==> config.mk <==
export PLATFORM = sky130hd
export DESIGN_NAME = buffer_double_array
export DESIGN_NICKNAME = d
export VERILOG_FILES = /design/src/rtl/buffer_double_lane.sv /design/src/rtl/buffer_double_array.sv
export SDC_FILE = /design/constraint.sdc
export NUM_CORES = 1
export LEC_CHECK = 0
export BUFFER_PORTS_ARGS = -buffer_cell sky130_fd_sc_hd__clkbuf_2
export CAP_MARGIN = 20
export CORE_MARGIN = 5
export CORE_UTILIZATION = 45
export DETAILED_ROUTE_END_ITERATION = 7
export PLACE_DENSITY_LB_ADDON = 0.08
export SKIP_CTS_REPAIR_TIMING = 1
export SYNTH_ARGS = -nofsm -noshare
export SYNTH_HDL_FRONTEND = slang
export SYNTH_SLANG_ARGS = --single-unit
==> constraint.sdc <==
create_clock -name clk -period 20 [get_ports clk]
set_input_delay 4 -clock clk [delete_from_list [all_inputs] [get_ports clk]]
set_output_delay 4 -clock clk [all_outputs]
set_load 0.005 [all_outputs]
==> src/rtl/buffer_double_lane.sv <==
// One lane of the double-buffered accumulator: two OWID-bit banks, one accumulates
// while the other is presented on the output.
module buffer_double_lane #(
  parameter int unsigned IWID = 1,
  parameter int unsigned OWID = 32
) (
  input  logic            clk,
  input  logic            rst,
  input  logic            acc_sel,
  input  logic            clear,
  input  logic [IWID-1:0] inc,
  output logic [OWID-1:0] lane_out
);

  logic [OWID-1:0] bank_a_q, bank_a_d;
  logic [OWID-1:0] bank_b_q, bank_b_d;
  logic [OWID-1:0] sum;

  always_comb begin
    // NOTE: every variable gets a default first so no path leaves it unassigned (no latch).
    bank_a_d = bank_a_q;
    bank_b_d = bank_b_q;
    // Overflow wraps naturally at OWID bits; clear takes priority over the add.
    sum      = (acc_sel ? bank_b_q : bank_a_q) + OWID'(inc);
    if (!acc_sel) begin
      bank_a_d = clear ? '0 : sum;
    end else begin
      bank_b_d = clear ? '0 : sum;
    end
  end

  always_ff @(posedge clk or posedge rst) begin
    // NOTE: state registers use non-blocking assignment so all flops update together.
    if (rst) begin
      bank_a_q <= '0;
      bank_b_q <= '0;
    end else begin
      bank_a_q <= bank_a_d;
      bank_b_q <= bank_b_d;
    end
  end

  // The idle bank is the one visible; a select change shows up on the output at once.
  assign lane_out = acc_sel ? bank_a_q : bank_b_q;

endmodule

==> src/rtl/buffer_double_array.sv <==
// Double-buffered per-lane accumulator array: IDIM identical lanes, each with an
// accumulating bank and a readable bank chosen by iAccSel.
module buffer_double_array #(
  parameter int unsigned IDIM = 4,
  parameter int unsigned IWID = 1,
  parameter int unsigned OWID = 32
) (
  input  logic            clk,
  input  logic            rst,
  input  logic            iAccSel,
  input  logic            iClear,
  input  logic [IWID-1:0] iData [IDIM],
  output logic [OWID-1:0] oData [IDIM]
);

  for (genvar g = 0; g < IDIM; g++) begin : g_lane
    buffer_double_lane #(
      .IWID (IWID),
      .OWID (OWID)
    ) u_lane (
      .clk      (clk),
      .rst      (rst),
      .acc_sel  (iAccSel),
      .clear    (iClear),
      .inc      (iData[g]),
      .lane_out (oData[g])
    );
  end

endmodule

==> results.md, run 1 <==
* Peak clock frequency supported by timing at between 90 and 100 MHz
* Synthesized flop and latch total at roughly 260
* Slew Limit Headroom at 27.4%
* Number of clock buffers inserted by TritonCTS at 34
* Hold Slack at between 500 and 600 ps
* Internal Pwr Total at between 0.9 and 1 mW
* Ratio of routed vias to standard cells at 6.40
* Power share of the clock group at 48.9%
* Leftover overflow at the end of global routing at 0
* Largest stage delay, worst path at slightly below 800 ps
* Ports at between 100 and 150
* Vias at approximately 16,000
* Layout Nets at approximately 2,000
* Combinational cell fraction of total power at 8.4%
* Most instantiated flip-flop cell in the synthesis netlist: dfrtp_1
* Antenna Diode Count at 0
* Placer congestion estimate at approximately 0.84
* Number of clock sinks at between 200 and 300
* Number of DRC markers in iteration 0 at 1,349
* Synthesized area per cell at approximately 8.4 um2
* Sequential Power Share at a little over two fifths
* Pins Over Slew Limit at 0
* Peak supply drop at about 0.000050 V
* Minimum period implied by the final worst setup slack at roughly 10,000 ps
* Cell repeated most along the worst path: nand2_1
* Power density normalized to cell area at 69.4 nW/um2
* Reg clk slew, reported paths at 50 ps
* Proportion of synthesized chip area in sequential cells at between 30 and 40%
* Horizontal extent of the die at around 200 um
* Max Cap Violations at 0
* Routed wire per std cell at ~21 um
* Number of levels the H-tree was split into at 2
* Switching share of power at 25.5%
* Estimated wirelength of the detail-placed design at around 34,000 um
* Clock latency reported for the late side of the worst-skew pair at roughly 520 ps
* Initial antenna violation count at 0
* Root Driver: clkbuf_16
* Synth Net Count at slightly below 2,000
* Total negative slack at 0 ps
* Starting utilization of the core area at 45.2%
* Overall global routing resource usage at 25.0%
* Netlist cell types at about 70
* Fill count at roughly 3,500
* Synth Warn # at 0
* CP Class: in -> out
* Setup violators final at 0
* Final-report hold violation count at 0
* Pin count of the biggest net entering global routing at between 100 and 150
* Synth async-reset ratio at between 90% and 100%
* CP Launch Type: input port
* RSZ-0062 raised after global routing: no
* List of cells traversed by the critical path: buf_8 > inv_4 > buf_4 > nand2_1 > nand2_1 > clkbuf_2
* Post-Synthesis Cell Area at 16,400 um2
* P&R area growth vs syn at 12.2%
* Clk buf depth at 3
* Syn Inst Count at a little under 2,000
* Transition time of the tightest slew-check pin at approximately 1100 ps
* Chip Height at 201 um
* Leak pwr at between 8 and 9 nW
* Status: finished, final reports clean
* Largest driver fanout on the critical path at roughly 90
* Critical Path Sink Type: output pin
* Core area at 36,300 um2
* Buffers on Ports at between 100 and 150
* Wire length of the first global-routing pass at around 85,000 um
* Total power consumption of the routed design at 1.28 mW
* Critical Path RT at about 16,000 ps
* Floorplan die area at between 40,000 and 50,000 um2
* Antenna Nets Post-Route at 0
* Count of flip-flops with a built-in enable after synthesis at 0
* Final cycle utilization of the critical path at between 50% and 60%
* Vias in the first global route at between 15,000 and 20,000
* Net Switching at 0.327 mW
* Layout cell share with drive strength beyond 1 at about 14%
* Pre-Repair DR Iteration Count at 6
* Row Count at 70
* Setup clock skew after layout at 16.9 ps
* Class of the worst hold path: reg -> reg
* Slowest CP cell: buf_4
* Total length of routed wires at between 50,000 and 60,000 um
* Worst path arrival time at between 6000 and 7000 ps
* TritonCTS clock tree: yes
* Count of unresolved DRC violations after routing at 0
[layout by cell type (no fill, tap or decap), types with 10 or more instances in the layout]
cell type / synthesis / layout
nand2_1: 316 / 314
dfrtp_1: 256 / 256
nand3_1: 168 / 168
o21ai_0: 161 / 161
clkbuf_2: 0 / 133
nor2_1: 78 / 76
a21oi_1: 72 / 72
nand3b_1: 62 / 62
a31oi_1: 56 / 56
mux2_2: 50 / 50
o211ai_1: 47 / 47
nand4_1: 46 / 46
inv_1: 44 / 43
o311ai_0: 42 / 42
mux2i_1: 38 / 38
clkbuf_16: 0 / 37
o31ai_1: 34 / 34
a22oi_1: 30 / 30
or4_1: 29 / 29
a21o_1: 22 / 22
o21a_1: 17 / 17
buf_4: 6 / 16
and2_1: 15 / 15
or3_1: 15 / 15
and3_1: 14 / 14
a41oi_1: 13 / 13
nor2b_1: 13 / 13
a222oi_1: 12 / 12
a211o_1: 11 / 11
a22o_1: 11 / 11
clkbuf_1: 89 / 11
nor4_1: 10 / 10
[stage by stage]
stage | utilization [%] | cell area [um2] | cells | setup slack [ps]
floorplan | - | 16400 | 1950 | 8960
global placement | 47.5 | 17300 | 2435 | 9870
detailed placement | 47.5 | 17300 | 2436 | 9850
CTS | 50.7 | 18400 | 2496 | 9850
global route | 50.8 | 18400 | 2497 | 9690
finish | 50.8 | 18400 | 2497 | 9840
[worst max-delay path: cells and delay by family]
family / cells / cell delay, ps
AND/OR/NAND/NOR: 2 / 310
buffers and inverters: 4 / 1740
[Yosys cell counts, types with 13 or more instances]
cell      instances  area [um2]
inv_1            44         165
o31ai_1          34         255
o21a_1           17         128
and2_1           15        93.8
a21oi_1          72         360
nand4_1          46         288
o211ai_1         47         353
or3_1            15        93.8
o311ai_0         42         368
mux2i_1          38         380
a41oi_1          13         114
buf_2            23         115
and3_1           14        87.6
nand3b_1         62         465
a22oi_1          30         225
nor2b_1          13        81.3
or4_1            29         218
nand3_1         168         841
o21ai_0         161         806
a21o_1           22         165
nor2_1           78         293
mux2_2           50         563
nand2_1         316        1190
a31oi_1          56         350
clkbuf_1         89         334
dfrtp_1         256        6410
[sequential cells by signal (all words and copies together) (netlist names)]
register                count
g_lane.u_lane.bank_b_q    128
g_lane.u_lane.bank_a_q    128
[metal layers]
layer / routed length, um / GRT usage [%]
met1: 25000 / 38.2
met2: 22800 / 37.6
met3: 3150 / 3.56
met4: 933 / 5.90
met5: 0 / 0
[power by group through the flow]
stage | sequential (mW) | combinational (mW) | clock, mW
2_1_floorplan | 0.552 | 0.0771 | 0
3_3_place_gp | 0.556 | 0.106 | 0
3_5_place_dp | 0.556 | 0.107 | 0
4_1_cts | 0.547 | 0.108 | 0.636
5_1_grt | 0.550 | 0.121 | 0.658
6_report | 0.548 | 0.107 | 0.626
[cell families after synthesis]
family	Yosys count	synth area share, %
and+or+nand+nor	830	25.8
AOI/OAI and AO/OA	588	24.3
DFF	256	39.0
buffers and inverters	179	4.58
muxes	88	5.74
adders and majority gates	8	0.609
xor gates and xnor gates	1	0.0533
[worst paths after layout]
check	start	end	slack (ps)	cells past startpoint
worst max-delay path	iAccSel	oData[81]	9840	6
worst min-delay path	g_lane[1].u_lane.bank_b_q[6]	g_lane[1].u_lane.bank_b_q[6]	500	1
worst max register to register	g_lane[2].u_lane.bank_a_q[0]	g_lane[2].u_lane.bank_a_q[31]	16150	7
min in group asynchronous	rst	g_lane[0].u_lane.bank_a_q[30]	3670	2
worst min register to register	g_lane[1].u_lane.bank_b_q[6]	g_lane[1].u_lane.bank_b_q[6]	500	1
max in group asynchronous	rst	g_lane[0].u_lane.bank_a_q[15]	14820	3
[cell type report]
cell class              count  area, um2  share of cell area (%)
well taps                 468        586                    3.17
repair buffers            152        840                    4.55
inverters                  46        183                   0.990
flip-flops and latches    256       6410                    34.7
multi-input cells        1515       9300                    50.4
clock buffers              55       1060                    5.76
clock inverters             5       75.1                   0.407
No activity file was read; power rests on OpenSTA's default activity.
==> inputs of run 2 (changes only) <==
Clock period 20 ns to 8.52 ns, I/O delays scaled along.
==> results.md, run 2 (synthesized netlist as in run 1, its figures left out) <==
* Clock latency reported for the late side of the worst-skew pair at 540 ps (+20 ps)
* Vias at 15,900 (-0.29%)
* Chip Height at 201 um (unchanged)
* Count of unresolved DRC violations after routing at 0 (unchanged)
* Regs by FF count: g_lane.u_lane.bank_a_q: 128 flops, g_lane.u_lane.bank_b_q: 128 flops
* Floorplan die area at 40,500 um2 (unchanged)
* Most frequent cells in the layout: nand2_1, dfrtp_1, nand3_1
* Pre-Repair DR Iteration Count at 8 (+2)
* Root Driver: clkbuf_16
* CP Launch Type: input port
* RSZ-0062 raised after global routing: no
* Clk buf depth at 3 (unchanged)
* Number of levels the H-tree was split into at 2 (unchanged)
* Total negative slack at 0 ps (unchanged)
* Number of DRC markers in iteration 0 at 1,515 (+12%)
* Number of clock sinks at 256 (unchanged)
* Core area at 36,300 um2 (unchanged)
* Max Cap Violations at 0 (unchanged)
* Reg clk slew, reported paths at 60 ps (about the same)
* Total power consumption of the routed design at 2.96 mW (+130%)
* Buffers on Ports at 135 (unchanged)
* Pins Over Slew Limit at 0 (unchanged)
* Minimum period implied by the final worst setup slack at 5780 ps
* Leak pwr at 8.25 nW (-0.10%)
* Setup clock skew after layout at 11.1 ps (-5.83 ps)
* Critical Path Sink Type: output pin
* Wire length of the first global-routing pass at 82,500 um (-2.5%)
* Number of cells on the worst hold path at 1 (unchanged)
* Vias in the first global route at 14,700 (-3.3%)
* Leftover overflow at the end of global routing at 0 (unchanged)
* Critical Path RT at 6820 ps (-9180 ps)
* Worst path arrival time at 4070 ps (-2090 ps)
* CP Class: in -> out
* Initial antenna violation count at 0 (unchanged)
* Peak clock frequency supported by timing at 173 MHz
* Horizontal extent of the die at 201 um (unchanged)
* Final-report hold violation count at 0 (unchanged)
* Total length of routed wires at 51,300 um (-1.1%)
* TritonCTS clock tree: yes
* Placer congestion estimate at 0.832 (-1.1%)
* Setup slack after layout at 2740 ps (-7100 ps)
* Class of the worst hold path: reg -> reg
* Row Count at 70 (unchanged)
* Transition time of the tightest slew-check pin at 1100 ps (+11.7 ps)
* Routed wire per std cell at 20.5 um (-1.2%)
* Status: finished, final reports clean
* Layout Nets at 2,024 (+0.15%)
* Power density normalized to cell area at 161 nW/um2 (+130%)
* Ports at 136 (unchanged)
* Number of clock buffers inserted by TritonCTS at 34 (unchanged)
* Pin count of the biggest net entering global routing at 169 (+41%)
* Antenna Nets Post-Route at 0 (unchanged)
* Ratio of routed vias to standard cells at 6.38 (-0.37%)
* Peak supply drop at 0.000142 V (+180%)
* Layout cell share with drive strength beyond 1 at 13.9% (+0.23 points)
* Estimated wirelength of the detail-placed design at 32,700 um (-2.5%)
* Cells on worst reg2reg path at 7 (unchanged)
* P&R area growth vs syn at 12.0%
* Overall global routing resource usage at 24.4% (-0.55 points)
* Leading cell type in the layout, fill and taps excluded: nand2_1
* Slew Limit Headroom at 26.6% (-0.78 points)
* Antenna Diode Count at 0 (unchanged)
* Starting utilization of the core area at 45.2% (unchanged)
* Setup violators final at 0 (unchanged)
* Largest driver fanout on the critical path at 168 (+91%)
* Final cycle utilization of the critical path at between 60% and 70%
* Placement Setup Slack at 2390 ps (-7460 ps)
## run 2: final cells by class
type                       count  area (um2)
fill                        3488       17900
tap                          468         586
sequential                   256        6410
multi-input combinational   1515        9300
inverter                      46         179
clock buffer                  53        1070
clock inverter                 6        30.0
timing repair buffer         155         851
## run 2: critical path, stage by stage
cell and delay (ps):
buf_8 620, buf_4 900, o21ai_0 440, clkbuf_2 220
## run 2: through the flow
step	hold WS, ps	instance area, um2	std cells	util (%)
detailed placement	491	17300	2439	47.6
global route	529	18400	2499	50.7
CTS	498	18400	2498	50.6
global placement	488	17300	2439	47.6
finish	497	18400	2499	50.7
floorplan	457	16400	1950	-
## run 2: worst paths after layout
path	from	endpoint	slack, ps
hold / removal	g_lane[1].u_lane.bank_b_q[6]	g_lane[1].u_lane.bank_b_q[6]	500
setup / recovery	iAccSel	oData[38]	2740
min in group asynchronous	rst	g_lane[0].u_lane.bank_a_q[25]	1330
setup reg to reg	g_lane[2].u_lane.bank_a_q[0]	g_lane[2].u_lane.bank_a_q[31]	4800
max in group asynchronous	rst	g_lane[3].u_lane.bank_a_q[2]	5790
hold reg to reg	g_lane[1].u_lane.bank_b_q[6]	g_lane[1].u_lane.bank_b_q[6]	500
## run 2: routing by layer
metal | track usage [%] | wire (um)
met3 | 4.25 | 3390
met5 | 0 | 0
met2 | 35.3 | 22200
met4 | 4.50 | 612
met1 | 38.6 | 25100
## run 2: power by group
part / switching (mW) / internal [mW]
clock network: 0.565 / 0.857
logic: 0.173 / 0.0785
registers: 0.0382 / 1.25
total: 0.777 / 2.18
==> inputs of run 3 (changes only) <==
Clock period 8.52 ns to 5.55 ns, I/O delays scaled along.
==> results.md, run 3 (synthesized netlist as in run 1, its figures left out) <==
* Critical Path RT at 6010 ps (-810 ps)
* Clock latency reported for the late side of the worst-skew pair at 570 ps (+30 ps)
* Buffers on Ports at 135 (unchanged)
* Placer congestion estimate at 0.857 (+3.0%)
* R2R Path End: g_lane[2].u_lane.bank_a_q[30]
* Worst reg2reg setup slack at 2550 ps (-2250 ps)
* Total length of routed wires at 50,900 um (-0.81%)
* Fill count at 3,439 (-1.4%)
* Horizontal extent of the die at 201 um (unchanged)
* Final-report hold violation count at 0 (unchanged)
* Peak clock frequency supported by timing at about 260 MHz
* Number of clock buffers inserted by TritonCTS at 31 (-8.8%)
* Slew Limit Headroom at 31.6% (+5.0 points)
* Floorplan die area at 40,500 um2 (unchanged)
* Final cycle utilization of the critical path at between 70% and 80%
* Area taken by multi-input logic gates at 9300 um2 (unchanged)
* FF/Latch Area at 6410 um2 (unchanged)
* TritonCTS clock tree: yes
* Number of DRC markers in iteration 0 at 1,380 (-8.9%)
* Cells on worst reg2reg path at 8 (+1)
* Worst path arrival time at 4350 ps (+280 ps)
* Cell total after placement at 2,448 (+0.37%)
* Combinational cell fraction of total power at 9.0% (+0.5 points)
* Net Switching at 1.15 mW (+48%)
* Root Driver: clkbuf_16
* Row Count at 70 (unchanged)
* Hold Path Sink: g_lane[1].u_lane.bank_b_q[6]
* Initial antenna violation count at 0 (unchanged)
* Layout cell share with drive strength beyond 1 at 14.2% (+0.23 points)
* Cell Area, Placed at 17,400 um2 (+0.68%)
* Layout Nets at 2,029 (+0.25%)
* List of cells traversed by the critical path: buf_8 > buf_4 > mux2_2 > a21boi_0 > nand4_1 > o311a_1 > a221o_1
* Reg2reg start: g_lane[2].u_lane.bank_b_q[0]
* Setup violators final at 0 (unchanged)
* Pins Over Slew Limit at 0 (unchanged)
* Timing startpoint of the critical path: iAccSel
* P&R area growth vs syn at 12.1% (about the same)
* Critical Path Sink Type: register
* Pin count of the biggest net entering global routing at 144 (-15%)
* Leak pwr at 8.26 nW (+0.13%)
* Ratio of routed vias to standard cells at 6.39 (+0.16%)
* Starting utilization of the core area at 45.2% (unchanged)
* Leftover overflow at the end of global routing at 0 (unchanged)
* Count of unresolved DRC violations after routing at 0 (unchanged)
* Final instance area at 18,400 um2 (about the same)
* Power density normalized to cell area at 238 nW/um2 (+48%)
* Setup clock skew after layout at 13.0 ps (+1.99 ps)
* Class of the worst hold path: reg -> reg
* Antenna Nets Post-Route at 0 (unchanged)
* Most frequent cells in the layout: nand2_1, dfrtp_1, nand3_1
* CP Launch Type: input port
* Total negative slack at 0 ps (unchanged)
* Reg clk slew, reported paths at 60 ps (about the same)
* Largest driver fanout on the critical path at 99 (-41%)
* Switching share of power at 26.2% (about the same)
* Number of levels the H-tree was split into at 1 (-1)
* Vias in the first global route at 14,900 (+0.95%)
* Number of clock sinks at 256 (unchanged)
* Minimum period implied by the final worst setup slack at between 3000 and 4000 ps
* Wire length of the first global-routing pass at 83,000 um (+0.62%)
* Power share of the clock group at 46.1% (-2.0 points)
* Antenna Diode Count at 0 (unchanged)
* Core area at 36,300 um2 (unchanged)
* Routed wire per std cell at 20.3 um (-0.93%)
* Regs by FF count: g_lane.u_lane.bank_a_q: 128 flops, g_lane.u_lane.bank_b_q: 128 flops
* CP Class: in -> reg
* Ports at 136 (unchanged)
* Sum of buffers and inverters on the critical path at 2 (-1)
* CP top delay family: compound AO/OA/AOI/OAI gates
* Pre-Repair DR Iteration Count at 5 (-3)
* Max Cap Violations at 0 (unchanged)
* Status: finished, final reports clean
* Estimated wirelength of the detail-placed design at 33,300 um (+1.7%)
* Total power consumption of the routed design at 4.39 mW (+48%)
* Internal Pwr Total at 3.24 mW (+48%)
* Vias at 16,000 (+0.28%)
* Non-filler cells, final at 2,502 (+0.12%)
* Overall global routing resource usage at 24.4% (-0.068 points)
* Clk buf depth at 3 (unchanged)
* RSZ-0062 raised after global routing: no
* Sequential Power Share at 44.9% (+1.5 points)
* Min-delay src: g_lane[1].u_lane.bank_b_q[6]
* Peak supply drop at 0.000239 V (+68%)
* Largest stage delay, worst path at 730 ps (-170 ps)
* Number of cells on the worst hold path at 1 (unchanged)
* Slowest CP cell: nand4_1
* Chip Height at 201 um (unchanged)
* Leading cell type in the layout, fill and taps excluded: nand2_1
* Transition time of the tightest slew-check pin at 1030 ps (-75.0 ps)
[run 3: area by class of cell]
cell class,count,area share (%)
clock buffers,44,4.86
clock inverters,10,0.543
inverters,46,0.971
multi-input cells,1515,50.5
flip-flops and latches,256,34.8
well taps,468,3.18
repair buffers,163,5.22
[run 3: routing by layer]
metal  part of all wire [%]  track usage [%]
met1                     48             37.6
met2                     44             36.6
met3                    6.4             3.59
met4                    1.4             4.92
met5                      0                0
[run 3: power by group through the flow]
stage / Sequential, mW / Combinational [mW] / Clock, mW
final: 1.97 / 0.395 / 2.02
after CTS: 1.97 / 0.400 / 2.08
after global placement: 2.01 / 0.392 / 0
after global routing: 1.98 / 0.444 / 2.16
after detailed placement: 2.01 / 0.399 / 0
after floorplan: 1.99 / 0.278 / 0
[run 3: metrics by stage]
stage | utilization, % | setup slack, ps | hold WS [ps]
finish | 50.7 | 1660 | 495
floorplan | - | 1070 | 457
detailed placement | 47.9 | 1170 | 486
global placement | 47.9 | 1200 | 482
global route | 50.7 | 1470 | 512
CTS | 50.7 | 1640 | 499
[run 3: worst max path at each step]
stage	end	cells after the start	slack, ps
floorplan	g_lane[0].u_lane.bank_a_q[0]	1	1070
global placement	g_lane[2].u_lane.bank_a_q[30]	9	1200
detailed placement	g_lane[2].u_lane.bank_a_q[30]	9	1170
CTS	oData[25]	6	1640
global route	g_lane[2].u_lane.bank_a_q[30]	9	1470
finish	g_lane[2].u_lane.bank_a_q[30]	7	1660
